===== config.mk =====
export PLATFORM = sky130hd
export DESIGN_NAME = window_avg_consumer
export DESIGN_NICKNAME = d
export VERILOG_FILES = /design/src/rtl/window_avg_consumer_pkg.sv /design/src/rtl/window_avg_consumer_win_acc.sv /design/src/rtl/window_avg_consumer.sv
export SDC_FILE = /design/constraint.sdc
export NUM_CORES = 1
export LEC_CHECK = 0
export CORE_MARGIN = 1.5
export CORE_UTILIZATION = 54
export CTS_BUF_LIST = sky130_fd_sc_hd__clkbuf_4
export DETAILED_ROUTE_END_ITERATION = 16
export DONT_BUFFER_PORTS = 1
export HOLD_SLACK_MARGIN = 0.15
export PLACE_DENSITY_LB_ADDON = 0.05
export SLEW_MARGIN = 20
export SYNTH_ARGS = -nofsm -noshare
export SYNTH_HDL_FRONTEND = slang
export SYNTH_SLANG_ARGS = --single-unit

===== constraint.sdc =====
create_clock -name clock -period 3.06 [get_ports clock]
set_clock_uncertainty 0.15 [all_clocks]
set_input_delay 0.306 -clock clock [delete_from_list [all_inputs] [get_ports clock]]
set_output_delay 0.306 -clock clock [all_outputs]
set_load 0.02 [all_outputs]

===== src/rtl/window_avg_consumer_pkg.sv =====
`default_nettype none
// ============================================================================
//  Module      : window_avg_consumer_pkg
//  Description : Shared definitions for the windowed average/peak consumer:
//                sample width and the four-state handshake FSM encoding.
//  Revision    : 1.0 - initial release
// ============================================================================
package window_avg_consumer_pkg;

  localparam int DATA_W = 8;

  // S_IDLE : ready for an upstream sample (rfd=1)
  // S_ACK  : sample captured, waiting for upstream to release dav_
  // S_PUT  : result published, waiting for downstream to take it
  // S_REL  : waiting for downstream to become ready again
  typedef enum logic [1:0] {
    S_IDLE = 2'd0,
    S_ACK  = 2'd1,
    S_PUT  = 2'd2,
    S_REL  = 2'd3
  } state_e;

endpackage : window_avg_consumer_pkg
`default_nettype wire


===== src/rtl/window_avg_consumer_win_acc.sv =====
`default_nettype none
// ============================================================================
//  Module      : win_acc
//  Description : Window accumulator. Holds the exact running sum, the running
//                maximum and the sample count for one window of 2**LOG2N
//                samples.
//  Ports       : clock   - system clock
//                reset_  - synchronous active-low reset
//                clr     - clear sum, max and count
//                add     - accumulate sample x (ignored while clr is high)
//                x       - unsigned sample
//                last    - count has reached the window length
//                mean    - floor(sum / N)
//                pk      - running maximum
//  Revision    : 1.0 - initial release
// ============================================================================
module win_acc
  import window_avg_consumer_pkg::*;
#(
  parameter int LOG2N = 2
) (
  input  logic              clock,
  input  logic              reset_,
  input  logic              clr,
  input  logic              add,
  input  logic [DATA_W-1:0] x,
  output logic              last,
  output logic [DATA_W-1:0] mean,
  output logic [DATA_W-1:0] pk
);

  localparam int ACC_W = DATA_W + LOG2N;
  localparam int CNT_W = LOG2N + 1;
  localparam int N     = 1 << LOG2N;

  logic [ACC_W-1:0]  acc_q, acc_d;
  logic [DATA_W-1:0] pk_q,  pk_d;
  logic [CNT_W-1:0]  cnt_q, cnt_d;

  always_comb begin
    acc_d = acc_q;
    pk_d  = pk_q;
    cnt_d = cnt_q;
    if (clr) begin
      acc_d = '0;
      pk_d  = '0;
      cnt_d = '0;
    end else if (add) begin
      acc_d = acc_q + ACC_W'(x);
      pk_d  = (x > pk_q) ? x : pk_q;
      cnt_d = cnt_q + CNT_W'(1);
    end
  end

  always_ff @(posedge clock) begin
    if (!reset_) begin
      acc_q <= '0;
      pk_q  <= '0;
      cnt_q <= '0;
    end else begin
      acc_q <= acc_d;
      pk_q  <= pk_d;
      cnt_q <= cnt_d;
    end
  end

  assign last = (cnt_q == CNT_W'(N));
  // Dropping the low LOG2N bits is the truncating divide by N; the sum of
  // N 8-bit samples always fits, so the upper slice is exactly 8 bits.
  assign mean = acc_q[ACC_W-1:LOG2N];
  assign pk   = pk_q;

endmodule : win_acc
`default_nettype wire


===== src/rtl/window_avg_consumer.sv =====
`default_nettype none
// ============================================================================
//  Module      : window_avg_consumer
//  Description : Consumes one 8-bit sample per dav_/rfd handshake, collects a
//                window of 2**LOG2N samples and publishes the truncated mean
//                and peak over a dav_out_/rfd_out handshake.
//  Ports       : clock    - system clock
//                reset_   - synchronous active-low reset
//                x        - upstream sample, valid while dav_ = 0
//                dav_     - upstream data available (active low)
//                rfd      - ready for data to upstream
//                avg      - floor(window sum / N)
//                peak     - window maximum
//                dav_out_ - downstream data available (active low)
//                rfd_out  - downstream ready for data
//  Revision    : 1.0 - initial release
// ============================================================================
module window_avg_consumer
  import window_avg_consumer_pkg::*;
#(
  parameter int LOG2N = 2
) (
  input  logic              clock,
  input  logic              reset_,
  input  logic [DATA_W-1:0] x,
  input  logic              dav_,
  output logic              rfd,
  output logic [DATA_W-1:0] avg,
  output logic [DATA_W-1:0] peak,
  output logic              dav_out_,
  input  logic              rfd_out
);

  state_e            state_q, state_d;
  logic              rfd_q, rfd_d;
  logic              dav_out_q, dav_out_d;
  logic [DATA_W-1:0] avg_q, avg_d;
  logic [DATA_W-1:0] peak_q, peak_d;

  logic              acc_clr;
  logic              acc_add;
  logic              acc_last;
  logic [DATA_W-1:0] acc_mean;
  logic [DATA_W-1:0] acc_pk;

  win_acc #(
    .LOG2N (LOG2N)
  ) u_win_acc (
    .clock  (clock),
    .reset_ (reset_),
    .clr    (acc_clr),
    .add    (acc_add),
    .x      (x),
    .last   (acc_last),
    .mean   (acc_mean),
    .pk     (acc_pk)
  );

  always_comb begin
    state_d   = state_q;
    rfd_d     = rfd_q;
    dav_out_d = dav_out_q;
    avg_d     = avg_q;
    peak_d    = peak_q;
    acc_clr   = 1'b0;
    acc_add   = 1'b0;
    unique case (state_q)
      S_IDLE: begin
        if (!dav_) begin
          acc_add = 1'b1;
          rfd_d   = 1'b0;
          state_d = S_ACK;
        end
      end
      S_ACK: begin
        // The count already includes the sample captured on entry here.
        if (dav_) begin
          if (acc_last) begin
            avg_d     = acc_mean;
            peak_d    = acc_pk;
            dav_out_d = 1'b0;
            state_d   = S_PUT;
          end else begin
            rfd_d   = 1'b1;
            state_d = S_IDLE;
          end
        end
      end
      S_PUT: begin
        if (!rfd_out) begin
          dav_out_d = 1'b1;
          state_d   = S_REL;
        end
      end
      S_REL: begin
        // rfd stays low until here: upstream is held off while a result
        // is outstanding.
        if (rfd_out) begin
          acc_clr = 1'b1;
          rfd_d   = 1'b1;
          state_d = S_IDLE;
        end
      end
      default: begin
        state_d = S_IDLE;
      end
    endcase
  end

  always_ff @(posedge clock) begin
    if (!reset_) begin
      state_q   <= S_IDLE;
      rfd_q     <= 1'b1;
      dav_out_q <= 1'b1;
      avg_q     <= '0;
      peak_q    <= '0;
    end else begin
      state_q   <= state_d;
      rfd_q     <= rfd_d;
      dav_out_q <= dav_out_d;
      avg_q     <= avg_d;
      peak_q    <= peak_d;
    end
  end

  assign rfd      = rfd_q;
  assign dav_out_ = dav_out_q;
  assign avg      = avg_q;
  assign peak     = peak_q;

endmodule : window_avg_consumer
`default_nettype wire


==> summary.txt, run 1 <==
Floorplan
  – I/O Pins: 30
  – Die area: 4670 sq um
  – DIE HEIGHT: 68.3 um
  – Die width: 68.3 um
  – FP Rows: 23
  – Initial Utilization: 56.8%
  – Core ar.: 4060 sq um

Clock network
  – CTS tree: done
  – CTS Root Cell: clkbuf_4
  – Clock Latency Late Sink: 0.35 ns
  – Total CTS buffers: 5
  – Htree depth: 2
  – Post-CTS sizing: 0
  – Clk slew on worst S/H paths: 0.11 ns
  – Postcts setup bufs: 0
  – Post-CTS Hold Buffers: 11
  – CTS Sinks: 41
  – Clock Path Buffers: 2

Logic synthesis
  – Syn_nets: 317
  – Synth warn: 0
  – Netlist cell types: 44
  – Cell area after synthesis: 2310 sq um
  – Ys flop type: dfxtp_1
  – Post-synth ARST share: 0%
  – FF+latch count, synth: 41
  – Mapped Cells: 281
  – Sequential area share after synthesis: 35.6%
  – Number of enable flip-flop cells after synthesis: 0
  – Avg Synthesized Cell Area: 8.21 sq um

Detailed routing
  – Final wirelength: 4.82 mm
  – Top layer reached by signal wires: met4
  – Routed length on met2: 2.32 mm
  – Antenna Violating Nets Remaining: 0
  – Vias per cell: 5.61
  – WL met3: 208 um
  – Met1 wire length: 2.20 mm
  – Routed WL per cell: 14.2 um
  – Vias: 1908
  – DRT iter0 DRCs: 79
  – Remaining DRCs: 0
  – TritonRoute pass-1 iters: 4

Critical path
  – Setup crit start kind: register
  – CP arrival: 2.45 ns
  – CP max FO: 6
  – Critical path origin: state_q[0]
  – Crit path cell chain: inv_1 > ha_1 > mux2i_1 > nand2_1 > mux2_2 > o22ai_1 > nand2_1 > dlygate4sd3_1
  – WP data required: 3.16 ns
  – Buffers and inverters on the worst path: 2
  – RR Startpoint: state_q[0]
  – Setup Crit Path Kind: register to register
  – CP delay by family, top: buffers and inverters
  – CP dominant cell by count: nand2_1
  – Crit. End Element: register
  – Biggest cell delay along the critical path: 0.57 ns
  – Slowest-stage cell, CP: dlygate4sd3_1

Timing
  – Fmax: 0.425 GHz
  – Minimum clock period: 2.35 ns
  – RSZ-0062 raised after global routing: false
  – Final hold viol count: 0
  – Setup tns final: 0 ns
  – Worst-margin pin slew: 0.643 ns
  – Finish-stage setup viols: 0
  – Fin crit share: 76.9%
  – Hold slack: 0.184 ns
  – Slew margin rel.: 57.0%
  – Max-slew violation count: 0
  – PnR worst setup slack: 0.706 ns

Layout
  – Share of layout cells above drive strength 1: 5.52%
  – Commonest non-fill, non-tap cell in the layout: nand2_1
  – N_diodes: 0
  – Util after Layout: 61.2%
  – Filler cells: 376
  – Area growth syn-to-layout: 7.65%
  – # nets final: 326
  – Final Cell Area: 2480 sq um
  – Commonest non-fill, non-tap cells in the layout: nand2_1, dfxtp_1, a21oi_1

Place
  – Pre-CTS WS: 1.05 ns
  – Placer Congestion: 0.854
  – Placed Area: 2320 sq um
  – # port buffers: 0
  – Post-DP HPWL: 3.41 mm

Global routing
  – Largest net degree at the start of global routing: 21
  – Final global-route overflow total: 0
  – First-pass GRT wire length: 7.74 mm
  – GRT Total Usage: 22.6%
  – Antenna violations before repair: 0
  – Number of global-route vias before repair: 1755

Worst hold path
  – HP Class: input pin to register
  – Min-delay src: reset_

Power
  – P per Cell Area: 459 nW/um^2
  – Comb pwr share: 24.4%
  – Clock share of power: 22.9%
  – Net switching power: 357 uW
  – Sw Ratio: 31.3%
  – Power Internal: 782 uW
  – Part of the power in registers: 52.7%
  – Worst VDD drop: 234 uV
  – Leakage: 0.960 nW

Run status
  – Status: finished clean

Job
  – Max Cap Viol: 0
==> layout make-up <==
cell class / count / area [sq um] / area share [%]
Multi-Input combinational cell: 214 / 1370 / 55.3
Sequential cell: 41 / 821 / 33.1
Timing Repair Buffer: 12 / 118 / 4.74
Tap cell: 50 / 62.6 / 2.52
Inverter: 16 / 60.1 / 2.42
Clock buffer: 6 / 45.0 / 1.81
Clock inverter: 1 / 3.75 / 0.151
==> worst min-delay path, stage by stage <==
cell and delay [ns]:
and2_1 0.17, nand4_1 0.09, o211ai_1 0.07
==> synth_stat cells (2+ instances only) <==
library cell	number	area (sq um)
a211oi_1	5	37.5
a21boi_0	10	75.1
a21boi_1	6	45.0
a21o_1	5	37.5
a21oi_1	24	120
a31oi_1	2	12.5
and2_1	2	12.5
and3_1	3	18.8
and4_1	2	17.5
buf_2	6	30.0
buf_4	2	15.0
clkbuf_1	2	7.51
dfxtp_1	41	821
ha_1	23	288
inv_1	16	60.1
nand2_1	50	188
nand2b_1	2	12.5
nand3_1	11	55.1
nand4_1	2	12.5
nor2_1	15	56.3
nor2b_1	4	25.0
nor3_1	3	15.0
nor4b_1	2	17.5
o211ai_1	2	15.0
o21a_1	2	15.0
o21ai_0	17	85.1
o21ai_1	2	10.0
or3_1	3	18.8
xor2_1	2	17.5
==> sequential cells by signal, indices dropped and copies added, names as in the netlist, named ones only <==
| name | count |
|---|---|
| u_win_acc.acc_q | 10 |
| avg | 8 |
| peak | 8 |
| u_win_acc.pk | 8 |
| u_win_acc.cnt_q | 3 |
| dav_out_ | 1 |
| rfd | 1 |
| state_q | 1 |
==> metrics by stage <==
stage	power (mW)	std cells
global placement	0.865	322
detailed placement	0.867	322
floorplan	0.819	281
finish	1.14	340
global route	1.21	340
CTS	1.14	340
==> cells by family after synthesis <==
family / Yosys count / share of synthesized area (%)
fa+ha+maj: 24 / 13.3
simple gates: 106 / 23.1
mux: 2 / 0.922
flops: 41 / 35.6
xor+xnor: 2 / 0.760
buf+inv: 26 / 4.88
compound gates: 80 / 21.4
==> path summary, 6_finish.rpt <==
path | end | slack [ns] | cells past startpoint
min | u_win_acc.acc_q[6] | 0.18 | 3
min reg2reg | u_win_acc.acc_q[0] | 0.32 | 2
max | rfd | 0.71 | 8
max reg2reg | rfd | 0.71 | 8
==> per-layer routing <==
layer | track usage (%) | vias up
met4 | 8.00 | 0
met3 | 5.59 | 8
met5 | 0 | -
li1 | - | 996
met1 | 26.9 | 867
met2 | 39.1 | 37
==> power groups by stage <==
stage / Sequential [mW] / Combinational (mW) / Clock (mW)
6_report: 0.600 / 0.278 / 0.261
5_1_grt: 0.605 / 0.318 / 0.286
4_1_cts: 0.601 / 0.274 / 0.270
3_5_place_dp: 0.613 / 0.254 / 0
3_3_place_gp: 0.613 / 0.253 / 0
2_1_floorplan: 0.603 / 0.216 / 0
Power figures use the tool's default switching activity.
==> run 2: changes to the inputs <==
==> constraint.sdc (replaced) <==
create_clock -name clock -period 2.3 [get_ports clock]
set_clock_uncertainty 0.15 [all_clocks]
set_input_delay 0.23 -clock clock [delete_from_list [all_inputs] [get_ports clock]]
set_output_delay 0.23 -clock clock [all_outputs]
set_load 0.02 [all_outputs]
==> run 2 against run 1 <==
Compared with the run above:
- routed wire length rose by 0.58%
- cell count rose by 0.88%
- via count rose by 2.3%
- hold slack got worse by 0.015 ns
- sequential share of layout area fell by 0.61 points
- sequential power rose by 33%
==> summary.txt, run 2 (synthesis gave the netlist of run 1 again) <==
Power
  – Worst VDD drop: 498 uV
  – P per Cell Area: 640 nW/um^2
  – Leakage: 0.988 nW

Detailed routing
  – Vias: 1951
  – Antenna Violating Nets Remaining: 0
  – Vias per cell: 5.69
  – TritonRoute pass-1 iters: 4
  – Routed WL per cell: 14.1 um
  – Final wirelength: 4.85 mm
  – DRT iter0 DRCs: 83
  – Remaining DRCs: 0

Layout
  – N_diodes: 0
  – Commonest non-fill, non-tap cells in the layout: nand2_1, dfxtp_1, a21oi_1
  – Filler cells: 385
  – Largest Register: u_win_acc.acc_q
  – Max reg flops: 10
  – Final Cell Area: 2530 sq um
  – Commonest non-fill, non-tap cell in the layout: nand2_1
  – Area growth syn-to-layout: 9.66%
  – Multi-input gate area: 1370 sq um
  – Share of layout cells above drive strength 1: 6.83%
  – # nets final: 329
  – Register area: 821 sq um

Floorplan
  – FP Rows: 23
  – I/O Pins: 30
  – DIE HEIGHT: 68.3 um
  – Core ar.: 4060 sq um
  – Die width: 68.3 um
  – Initial Utilization: 56.8%
  – Die area: 4670 sq um

Critical path
  – Crit. End Element: register
  – R2r endpoint: u_win_acc.acc_q[8]
  – Worst Reg-to-Reg Cells: 8
  – R2r setup slk: 0.28 ns
  – RR Startpoint: u_win_acc.acc_q[0]
  – CP arrival: 2.30 ns
  – WP data required: 2.44 ns
  – Setup Crit Path Kind: input pin to register
  – CP max FO: 3
  – Setup crit start kind: input pin

Timing
  – Fin crit share: 93.6%
  – Final hold viol count: 0
  – Minimum clock period: 2.15 ns
  – Fmax: 0.465 GHz
  – Finish-stage setup viols: 0
  – RSZ-0062 raised after global routing: false
  – Setup tns final: 0 ns
  – Worst-margin pin slew: 0.650 ns
  – Max-slew violation count: 0
  – Slew margin rel.: 56.5%

Clock network
  – Clock Latency Late Sink: 0.35 ns
  – Clock Path Buffers: 2
  – CTS Sinks: 41
  – Post-CTS sizing: 0
  – Total CTS buffers: 5
  – CTS Root Cell: clkbuf_4
  – CTS tree: done
  – Clk slew on worst S/H paths: 0.12 ns
  – Htree depth: 2

Worst hold path
  – Hold path endpoint: u_win_acc.acc_q[7]
  – HP Class: input pin to register
  – Min-delay src: x[7]
  – Hold depth: 3

Job
  – Max Cap Viol: 0

Place
  – Placer Congestion: 0.816
  – Placed Area: 2350 sq um
  – Post-DP HPWL: 3.49 mm
  – # port buffers: 0

Global routing
  – First-pass GRT wire length: 7.99 mm
  – GRT Total Usage: 22.9%
  – Antenna violations before repair: 0
  – Largest net degree at the start of global routing: 22
  – Final global-route overflow total: 0
  – Number of global-route vias before repair: 1828

Run status
  – Status: finished clean
==> run 2: changes by cell type in the layout (fill, tap and decap cells not counted), sizes merged <==
cell    delta
buf        +3
bufinv     +1
clkbuf     -1
==> run 2: worst max-delay path: stages <==
cell           delay, ns
dlygate4sd3_1       0.58
ha_1                0.20
inv_1               0.06
fa_1                0.40
nand2b_1            0.19
a21oi_1             0.23
o31ai_1             0.12
a21o_1              0.17
a21oi_1             0.12
==> run 2: where the power goes <==
group	switching (mW)	total (mW)	internal, mW
combinational	0.209	0.372	0.163
clock	0.225	0.446	0.222
sequential	0.0445	0.799	0.755
total	0.478	1.62	1.14
==> run 2: area by class of cell <==
| class | count | share of cell area (%) |
|---|---|---|
| well taps | 50 | 2.47 |
| multi-input cells | 214 | 54.3 |
| clock inverters | 2 | 1.39 |
| inverters | 16 | 2.38 |
| repair buffers | 15 | 5.54 |
| clock buffers | 5 | 1.48 |
| flip-flops and latches | 41 | 32.5 |
==> run 2: how the worst max path moves through the flow <==
| stage | start | endpoint | slack [ns] | cells past startpoint |
|---|---|---|---|---|
| after floorplan | u_win_acc.acc_q[0] | u_win_acc.acc_q[8] | 0.46 | 8 |
| after global placement | u_win_acc.acc_q[0] | u_win_acc.acc_q[8] | 0.37 | 8 |
| after detailed placement | u_win_acc.acc_q[0] | u_win_acc.acc_q[6] | 0.31 | 8 |
| after CTS | x[0] | u_win_acc.acc_q[8] | 0.18 | 9 |
| after global routing | x[0] | u_win_acc.acc_q[8] | 0.01 | 9 |
| final | x[0] | u_win_acc.acc_q[8] | 0.15 | 9 |
==> run 2: metrics by stage <==
step                power (mW)  util (%)  setup slack [ns]  std cells  hold slack (ns)
floorplan                 1.09         -             0.463        281            0.241
global placement          1.15      57.8             0.373        325            0.146
detailed placement        1.16      57.8             0.312        325            0.148
CTS                       1.63      62.3             0.178        343            0.155
global route              1.71      62.3            0.0133        343            0.192
finish                    1.62      62.3             0.148        343            0.169
==> run 2: routing by layer <==
metal / GRT usage [%] / wire [um] / vias up / share of wire, %
met1: 26.5 / 2170 / 896 / 45
met4: 7.25 / 82 / 0 / 1.7
met3: 5.26 / 245 / 8 / 5.1
met5: 0 / 0 / - / 0
li1: - / - / 1003 / -
met2: 41.4 / 2350 / 44 / 48
==> run 2: repair_timing <==
item	4_1_cts	5_1_grt
hold endpoints to repair	37	0
hold buffers	11	0
setup buffers	0	0
setup endpoints to repair	0	0
